$ cat src/rtl/op_sram_drain_pkg.sv
// Shared constants and FSM encoding for the output-SRAM drain controller.
package op_sram_drain_pkg;

    localparam int OP_DEPTH = 16;
    localparam int OP_WIDTH = 128;

    typedef enum logic [1:0] {
        IDLE,
        READ,
        DRAIN,
        FIN
    } state_e;

endpackage

$ cat src/rtl/op_sram_drain_fifo.sv
// Small synchronous FIFO holding drained rows plus their last-row flag.
module op_drain_fifo #(
    parameter int DEPTH = 4,
    parameter int W     = 129,
    localparam int PTR_W = (DEPTH > 1) ? $clog2(DEPTH) : 1,
    localparam int CNT_W = $clog2(DEPTH + 1)
) (
    input  logic             clk,
    input  logic             rst_n,
    input  logic             push,
    input  logic [W-1:0]     push_data,
    input  logic             pop,
    output logic [W-1:0]     pop_data,
    output logic [CNT_W-1:0] count,
    output logic             full,
    output logic             empty
);

    logic [W-1:0]     mem_q [DEPTH];
    logic [W-1:0]     mem_d [DEPTH];
    logic [PTR_W-1:0] wr_ptr_q, wr_ptr_d;
    logic [PTR_W-1:0] rd_ptr_q, rd_ptr_d;
    logic [CNT_W-1:0] count_q, count_d;
    logic             do_pop;

    assign count    = count_q;
    assign empty    = (count_q == '0);
    assign full     = (count_q == CNT_W'(DEPTH));
    assign pop_data = mem_q[rd_ptr_q];
    assign do_pop   = pop && !empty;

    always_comb begin
        mem_d    = mem_q;
        wr_ptr_d = wr_ptr_q;
        rd_ptr_d = rd_ptr_q;
        count_d  = count_q;
        if (push) begin
            mem_d[wr_ptr_q] = push_data;
            wr_ptr_d = (wr_ptr_q == PTR_W'(DEPTH - 1)) ? '0 : wr_ptr_q + 1'b1;
        end
        if (do_pop) begin
            rd_ptr_d = (rd_ptr_q == PTR_W'(DEPTH - 1)) ? '0 : rd_ptr_q + 1'b1;
        end
        if (push && !do_pop) begin
            count_d = count_q + 1'b1;
        end else if (!push && do_pop) begin
            count_d = count_q - 1'b1;
        end
    end

    always_ff @(posedge clk or negedge rst_n) begin
        if (!rst_n) begin
            for (int unsigned i = 0; i < DEPTH; i++) begin
                mem_q[i] <= '0;
            end
            wr_ptr_q <= '0;
            rd_ptr_q <= '0;
            count_q  <= '0;
        end else begin
            mem_q    <= mem_d;
            wr_ptr_q <= wr_ptr_d;
            rd_ptr_q <= rd_ptr_d;
            count_q  <= count_d;
        end
    end

    a_no_push_when_full: assert property (@(posedge clk) disable iff (!rst_n) !(push && full))
        else $error("op_drain_fifo: push into full FIFO");

endmodule

$ cat src/rtl/op_sram_drain.sv
// Reads rows 0..n-1 of the output SRAM and streams them over valid/ready,
// absorbing the SRAM's one-cycle read latency with a small skid FIFO.
module op_sram_drain
    import op_sram_drain_pkg::*;
#(
    parameter int DEPTH      = OP_DEPTH,
    parameter int WIDTH      = OP_WIDTH,
    parameter int ADDR_W     = $clog2(DEPTH),
    parameter int FIFO_DEPTH = 4
) (
    input  logic              CLK,
    input  logic              RSTN,
    input  logic              start,
    input  logic [ADDR_W:0]   num_rows,
    output logic              busy,
    output logic              done,
    output logic              sram_cen,
    output logic              sram_wen,
    output logic [ADDR_W-1:0] sram_a,
    input  logic [WIDTH-1:0]  sram_q,
    output logic              out_valid,
    input  logic              out_ready,
    output logic [WIDTH-1:0]  out_data,
    output logic              out_last
);

    localparam int CNT_W = $clog2(FIFO_DEPTH + 1);
    localparam logic [ADDR_W:0] N_MAX = DEPTH[ADDR_W:0];

    state_e          state_q, state_d;
    logic [ADDR_W:0] n_q, n_d;
    logic [ADDR_W:0] cnt_q, cnt_d;
    logic            pending_q, pending_d;
    logic            pend_last_q, pend_last_d;

    logic             issue;
    logic             issue_last;
    logic             pop;
    logic [WIDTH:0]   fifo_rd;
    logic [CNT_W-1:0] fifo_count;
    logic             fifo_full;
    logic             fifo_empty;

    op_drain_fifo #(
        .DEPTH (FIFO_DEPTH),
        .W     (WIDTH + 1)
    ) u_fifo (
        .clk       (CLK),
        .rst_n     (RSTN),
        .push      (pending_q),
        .push_data ({pend_last_q, sram_q}),
        .pop       (pop),
        .pop_data  (fifo_rd),
        .count     (fifo_count),
        .full      (fifo_full),
        .empty     (fifo_empty)
    );

    assign out_valid  = !fifo_empty;
    assign out_data   = fifo_rd[WIDTH-1:0];
    assign out_last   = out_valid && fifo_rd[WIDTH];
    assign pop        = out_valid && out_ready;
    assign issue_last = (cnt_q == n_q - 1'b1);

    always_ff @(posedge CLK or negedge RSTN) begin
        if (!RSTN) begin
            state_q     <= IDLE;
            n_q         <= '0;
            cnt_q       <= '0;
            pending_q   <= 1'b0;
            pend_last_q <= 1'b0;
        end else begin
            state_q     <= state_d;
            n_q         <= n_d;
            cnt_q       <= cnt_d;
            pending_q   <= pending_d;
            pend_last_q <= pend_last_d;
        end
    end

    always_comb begin
        state_d     = state_q;
        n_d         = n_q;
        cnt_d       = cnt_q;
        pending_d   = issue;
        pend_last_d = issue && issue_last;
        case (state_q)
            IDLE: begin
                if (start) begin
                    n_d   = (num_rows > N_MAX) ? N_MAX : num_rows;
                    cnt_d = '0;
                    state_d = (num_rows == '0) ? FIN : READ;
                end
            end
            READ: begin
                if (issue) begin
                    cnt_d = cnt_q + 1'b1;
                    if (issue_last) begin
                        state_d = DRAIN;
                    end
                end
            end
            DRAIN: begin
                // Leave as soon as the final beat is handshaking, so done follows it directly.
                if (!pending_q && (fifo_empty || (fifo_count == CNT_W'(1) && pop))) begin
                    state_d = FIN;
                end
            end
            FIN: begin
                state_d = IDLE;
            end
            default: begin
                state_d = IDLE;
            end
        endcase
    end

    always_comb begin
        issue    = (state_q == READ) && !fifo_full
                   && ((int'(fifo_count) + int'(pending_q)) <= FIFO_DEPTH - 1);
        busy     = (state_q == READ) || (state_q == DRAIN);
        done     = (state_q == FIN);
        sram_wen = 1'b1;
        sram_cen = !issue;
        sram_a   = issue ? cnt_q[ADDR_W-1:0] : '0;
    end

endmodule

$ cat config.mk
export PLATFORM = sky130hd
export DESIGN_NAME = op_sram_drain
export DESIGN_NICKNAME = d
export VERILOG_FILES = /design/src/rtl/op_sram_drain_pkg.sv /design/src/rtl/op_sram_drain_fifo.sv /design/src/rtl/op_sram_drain.sv
export SDC_FILE = /design/constraint.sdc
export NUM_CORES = 1
export LEC_CHECK = 0
export ABC_AREA = 1
export BUFFER_PORTS_ARGS = -buffer_cell sky130_fd_sc_hd__buf_4
export CAP_MARGIN = 20
export CORE_MARGIN = 8
export CORE_UTILIZATION = 40
export CTS_CLUSTER_DIAMETER = 150
export DETAILED_ROUTE_END_ITERATION = 12
export PLACE_DENSITY = 0.59
export SLEW_MARGIN = 5
export SYNTH_ARGS = -nofsm -noshare
export SYNTH_HDL_FRONTEND = slang
export SYNTH_SLANG_ARGS = --single-unit
$ cat constraint.sdc
create_clock -name CLK -period 2.1 [get_ports CLK]
set_input_delay 0.315 -clock CLK [delete_from_list [all_inputs] [get_ports CLK]]
set_output_delay 0.315 -clock CLK [all_outputs]
set_load 0.1 [all_outputs]
* Yosys cells after proc, flatten, opt, wreduce, memory -nomap -nowiden
Index checks and enable logic that the tools add are counted.
** Storage, ports and cells
- Flip-flop bits (word level) :: 537
- Bits of input ports :: 137
- Output and inout bits :: 138
- Word-level logic and storage cells :: 85
** Cells by class
- Add/subtract/negate cells :: 7
- Order comparisons :: 5
- Equal/unequal tests :: 12
- Muxes and demuxes :: 21
- Bitwise logic cells :: 2
- Reductions and logical operators :: 26
** Operators by type and width (number)
- bitwise mux 516 bit :: 1
- 2-to-1 mux 129 bit :: 3
- binary-select mux 129 bit (select 2 bit) :: 1
- demux 129 bit (select 2 bit) :: 1
- 2-to-1 mux 5 bit :: 3
- 2-to-1 mux 2 bit :: 7
- logical AND 1 bit :: 11
- one-hot mux 5 bit (2 select lines) :: 1
- equality test 2 bit (second input constant) :: 4
- != test 2 bit (second input constant) :: 4
- one-hot mux 2 bit (4 select lines) :: 1
- >= comparator 3 bit (second input constant) :: 2
- 2-to-1 mux 3 bit :: 2
- inverter 2 -> 3 bit :: 2
- adder 5 x 1 -> 5 bit (second input constant) :: 1
- equality test 5 bit :: 1
- greater-than comparator 5 bit (second input constant) :: 1
- zero test 1 bit :: 5
- zero test 5 bit :: 1
- subtractor 5 x 1 -> 5 bit (second input constant) :: 1
- adder 2 x 1 -> 2 bit (second input constant) :: 2
- adder 3 x 1 -> 4 bit :: 1
- <= comparator 4 x 2 -> 1 bit (second input constant) :: 1
- 2-to-1 mux 4 bit :: 1
- 13 further kinds :: 15

* Depth between registers and ports, before layout
- Depth in word-level cells :: 8
- Depth in mapped cells :: 13
- Depth with buffers taken out :: 13

* Hierarchy
A second synthesis with hierarchy kept.
** Second synthesis, totals
- Cells, all modules :: 2971
- Area, all modules :: 24588.6 um2
** By module, submodules not included
- op_drain_fifo :: times used 1, cells each 2831, area an instance 23557.6 um2, sequential area each 13087.6 um2
- op_sram_drain :: times used 1, cells each 140, area an instance 1031.0 um2, sequential area each 350.3 um2

* Worst setup path after synthesis
No wires, ideal clock.
- Kind :: flip-flop to output port
- From :: register u_fifo.count_q[0], in the netlist u_fifo.count[0]
- To :: output out_last
- Arrival :: 3.649 ns
- Required time :: 1.785 ns
- Slack :: -1.864 ns
- Stages on the path, launching flop included :: 5
- Buffers on the path :: 0
- Path through :: dfrtp_1 -> inv_1 -> ha_1 -> nand2_1 -> a21boi_0
** On the way
- Longest elaborated chain between the ends :: 3
** Ends and longest elaborated chain
- start, declared :: line op_sram_drain_fifo.sv:23 : logic [CNT_W-1:0] count_q, count_d;
- start signal, assigned :: line op_sram_drain_fifo.sv:63 : count_q <= count_d;
- zero test 3 bit :: line op_sram_drain_fifo.sv:27 : assign empty = (count_q == '0);
- zero test 1 bit :: line op_sram_drain.sv:59 : assign out_valid = !fifo_empty;
- via out_valid :: line op_sram_drain.sv:21 : output logic out_valid,
- logical AND 1 bit :: line op_sram_drain.sv:61 : assign out_last = out_valid && fifo_rd[WIDTH];
- end, declared :: line op_sram_drain.sv:24 : output logic out_last
The timed path passes the listed nets, and every way through them passes these cells.

* Worst setup path in the final report
- From :: register u_fifo.rd_ptr_q[0]
- To :: output out_data[9]
** On the way
- Longest elaborated chain between the ends :: 4
** Ends and longest elaborated chain
- start, declared :: line op_sram_drain_fifo.sv:22 : logic [PTR_W-1:0] rd_ptr_q, rd_ptr_d;
- start signal, assigned :: line op_sram_drain_fifo.sv:62 : rd_ptr_q <= rd_ptr_d;
- inverter 2 -> 3 bit (implied by the code) :: line op_sram_drain_fifo.sv:29 : assign pop_data = mem_q[rd_ptr_q];
- binary-select mux 129 bit (select 2 bit) :: line op_sram_drain_fifo.sv:29
- 2-to-1 mux 129 bit (implied by the code) (2 in series) :: line op_sram_drain_fifo.sv:29
- end, declared :: line op_sram_drain.sv:23 : output logic [WIDTH-1:0] out_data,
No other way between the ends. The select of a mux whose other input is x is not followed.

==> results.cfg <==
[placement]
place_hpwl_mm = 44.9
gp_congestion = 0.789
post-place-cells = 3648
io_buffers = 273

[timing]
tightest_slew_ps = 576
timing.final.crit_period_ps = 2470
fmax_mhz = 405
layout_setup_ws_ps = -371
skew_ps = 19.5
rsz0062_at_grt = true
slew_violations = 0
period_share_pct = 118
setup_viol = 135
final-hold-violation-count = 0
relSlewSlack_pct = 61.6

[setup_path]
r2r_end = n_q[3]$_DFFE_PN0P_
cp.required_ps = 1780
max_stage_delay_ps = 540
slowest_stage = dfrtp_4
startpoint_type = flip-flop
path_common_cell = buf_12
path_max_fanout = 21
critPathKind = reg -> out
path_cells = inv_6 -> buf_12 -> buf_12 -> nor2_1 -> o22ai_4 -> buf_12
reg2reg_from = state_q[1]$_DFFE_PN0P_
crit_family = buffers and inverters
cp.arrival_ps = 2160
worstRegToRegCells = 8
worst_setup_path_end_kind = output port
rrSetupSlack_ps = 10
worstPathBufferInverterCount = 4

[synthesis]
avgSynthCellArea_um2 = 8.65
syn_inst = 2704
syn_area_mm2 = 0.0234
ys_seq_elements = 537
syn-num-nets = 2858
yosys_warnings = 0
ys_seq_area_share_pct = 57.5
yosys.cell_types.count = 29

[cells_and_area]
antenna_cells = 0
drive_above_1_share_pct = 21.2
layout_common_cells = o21ai_0 (618), nand2_1 (557), dfrtp_1 (534)
final_common_cell = o21ai_0
syn_to_final_growth_pct = 42.7
instances_no_fill = 3858
fin_nets = 3198

[drt]
drtPass1Iterations = 6
drt_iter0_drc = 1517
wl_per_cell_um = 18.3
drtAntennaViolNets = 0
routed_wirelength_mm = 70.7
dr_total_vias = 20465
route.detailed.drc = 0
viasPerCell = 5.30

[min_path]
whs_endpoint = u_fifo.mem_q[26]$_DFFE_PN0P_
worstHoldStart = sram_q[26]
min_path_type = in -> reg
holdPathStages = 3

[run_status]
violations = negative setup slack
outcome = finished with violations

[cts]
cts_tree = done
clkSinkCount = 537
cts.htree.levels = 2
cts_root_buf = clkbuf_16
clk_path_buf_depth = 3
numCtsBuffers = 60
cts.clk_slew.worst_paths_ps = 60
worst_skew_pair.late_latency_ps = 610

[job]
cap_violations = 0

[floorplanning]
dieArea_mm2 = 0.0665
core_area_mm2 = 0.0578
initial_core_util_pct = 40.5
die_h_um = 258
pin_count = 275
rows = 88
die_x_um = 258

[global_route]
grt_overflow = 0
grt_use_total_pct = 20.8
grt_pass1_vias = 21042
grt_pass1_wl_mm = 115
antenna_found_initial = 2
grt_max_degree = 123
[flip-flops by register name (all words and copies together) (netlist names)]
name	count
u_fifo.wr_ptr_q	2
n_q	5
pending_q	1
u_fifo.count	3
cnt_q	5
pend_last_q	1
u_fifo.rd_ptr_q	2
state_q	2
u_fifo.mem_q	516
[per-stage QoR]
step           util, %  area (um^2)  setup TNS (ps)  hold slack [ps]  worst slack (ps)
2_1_floorplan        -        25200           -2890             19.4              -688
5_1_grt           57.7        33400          -53080             22.7              -472
4_1_cts           57.1        33000          -49840            0.692              -463
6_report          57.7        33400          -41510             33.3              -371
3_5_place_dp      49.7        28700               0              287               148
3_3_place_gp      49.7        28700               0              280               170
[routing by layer]
metal | GRT usage (%) | wire length, um
met1 | 27.7 | 30700
met5 | 0 | 25
met3 | 3.34 | 3460
met2 | 34.9 | 34800
met4 | 6.12 | 1760
[synth_stat cells]
cell type	instances	area (um^2)
nand2_2	2	12.5
o21ai_0	779	3900
buf_2	80	400
clkbuf_1	93	349
a21boi_0	1	7.51
a21oi_1	4	20.0
ha_1	17	213
inv_2	1	3.75
xnor2_1	2	17.5
conb_1	1	3.75
nor2_2	1	6.26
buf_6	15	169
nand3_1	10	50.1
o21ai_1	7	35.0
nor2_1	280	1050
nor4_1	1	6.26
buf_4	10	75.1
xor2_1	4	35.0
nand2_1	562	2110
o21ai_2	2	17.5
inv_6	1	8.76
nand3_2	1	10.0
inv_1	158	593
or2_2	1	6.26
o22ai_1	128	801
nand3_4	1	17.5
clkbuf_2	1	5.00
o31ai_1	4	30.0
dfrtp_1	537	13400
[tightest hold or removal path: cells and delay by family]
family          cells  cell delay [ps]
buf+inv             2              130
compound gates      1              150
[cell type report]
class,instances,area (um^2)
clock buffers,101,1910
clock inverters,10,66.3
fillers,4975,24400
inverters,160,618
multi-input cells,1808,10200
flip-flops and latches,537,13400
well taps,765,957
repair buffers,477,6180
[kinds of logic (layout without fill, tap and decap cells)]
kind of cell	after synthesis	after routing	synth area share [%]
xor+xnor	6	6	0.225
other cells	1	1	0.0160
fa+ha+maj	17	17	0.909
simple gates	859	859	14.0
flops	537	537	57.5
compound gates	925	925	20.6
buf+inv	359	748	6.86
[worst max-delay path by stage]
stage	start	end	depth (start not counted)
after floorplan	state_q[1]$_DFFE_PN0P_	sram_a[0]	4
after global placement	u_fifo.rd_ptr_q[0]$_DFFE_PN0P_	out_data[37]	5
after detailed placement	u_fifo.rd_ptr_q[0]$_DFFE_PN0P_	out_data[100]	5
after CTS	u_fifo.rd_ptr_q[0]$_DFFE_PN0P_	out_data[92]	5
after global routing	u_fifo.rd_ptr_q[0]$_DFFE_PN0P_	out_last	7
final	u_fifo.rd_ptr_q[0]$_DFFE_PN0P_	out_data[9]	6
[what timing repair did]
| item | CTS | global route |
|---|---|---|
| hold buffers | 77 | 0 |
| gates cloned | 2 | 3 |
| pin swaps | 7 | 17 |
| setup buffers | 2 | 15 |
| endpoints found under the setup margin | 135 | 137 |
| hold endpoints to repair | 180 | 0 |
| gates resized for setup | 456 | 105 |
Power is not shown: default switching activity piles up to over one toggle a cycle in this logic, so the estimate is an artifact.
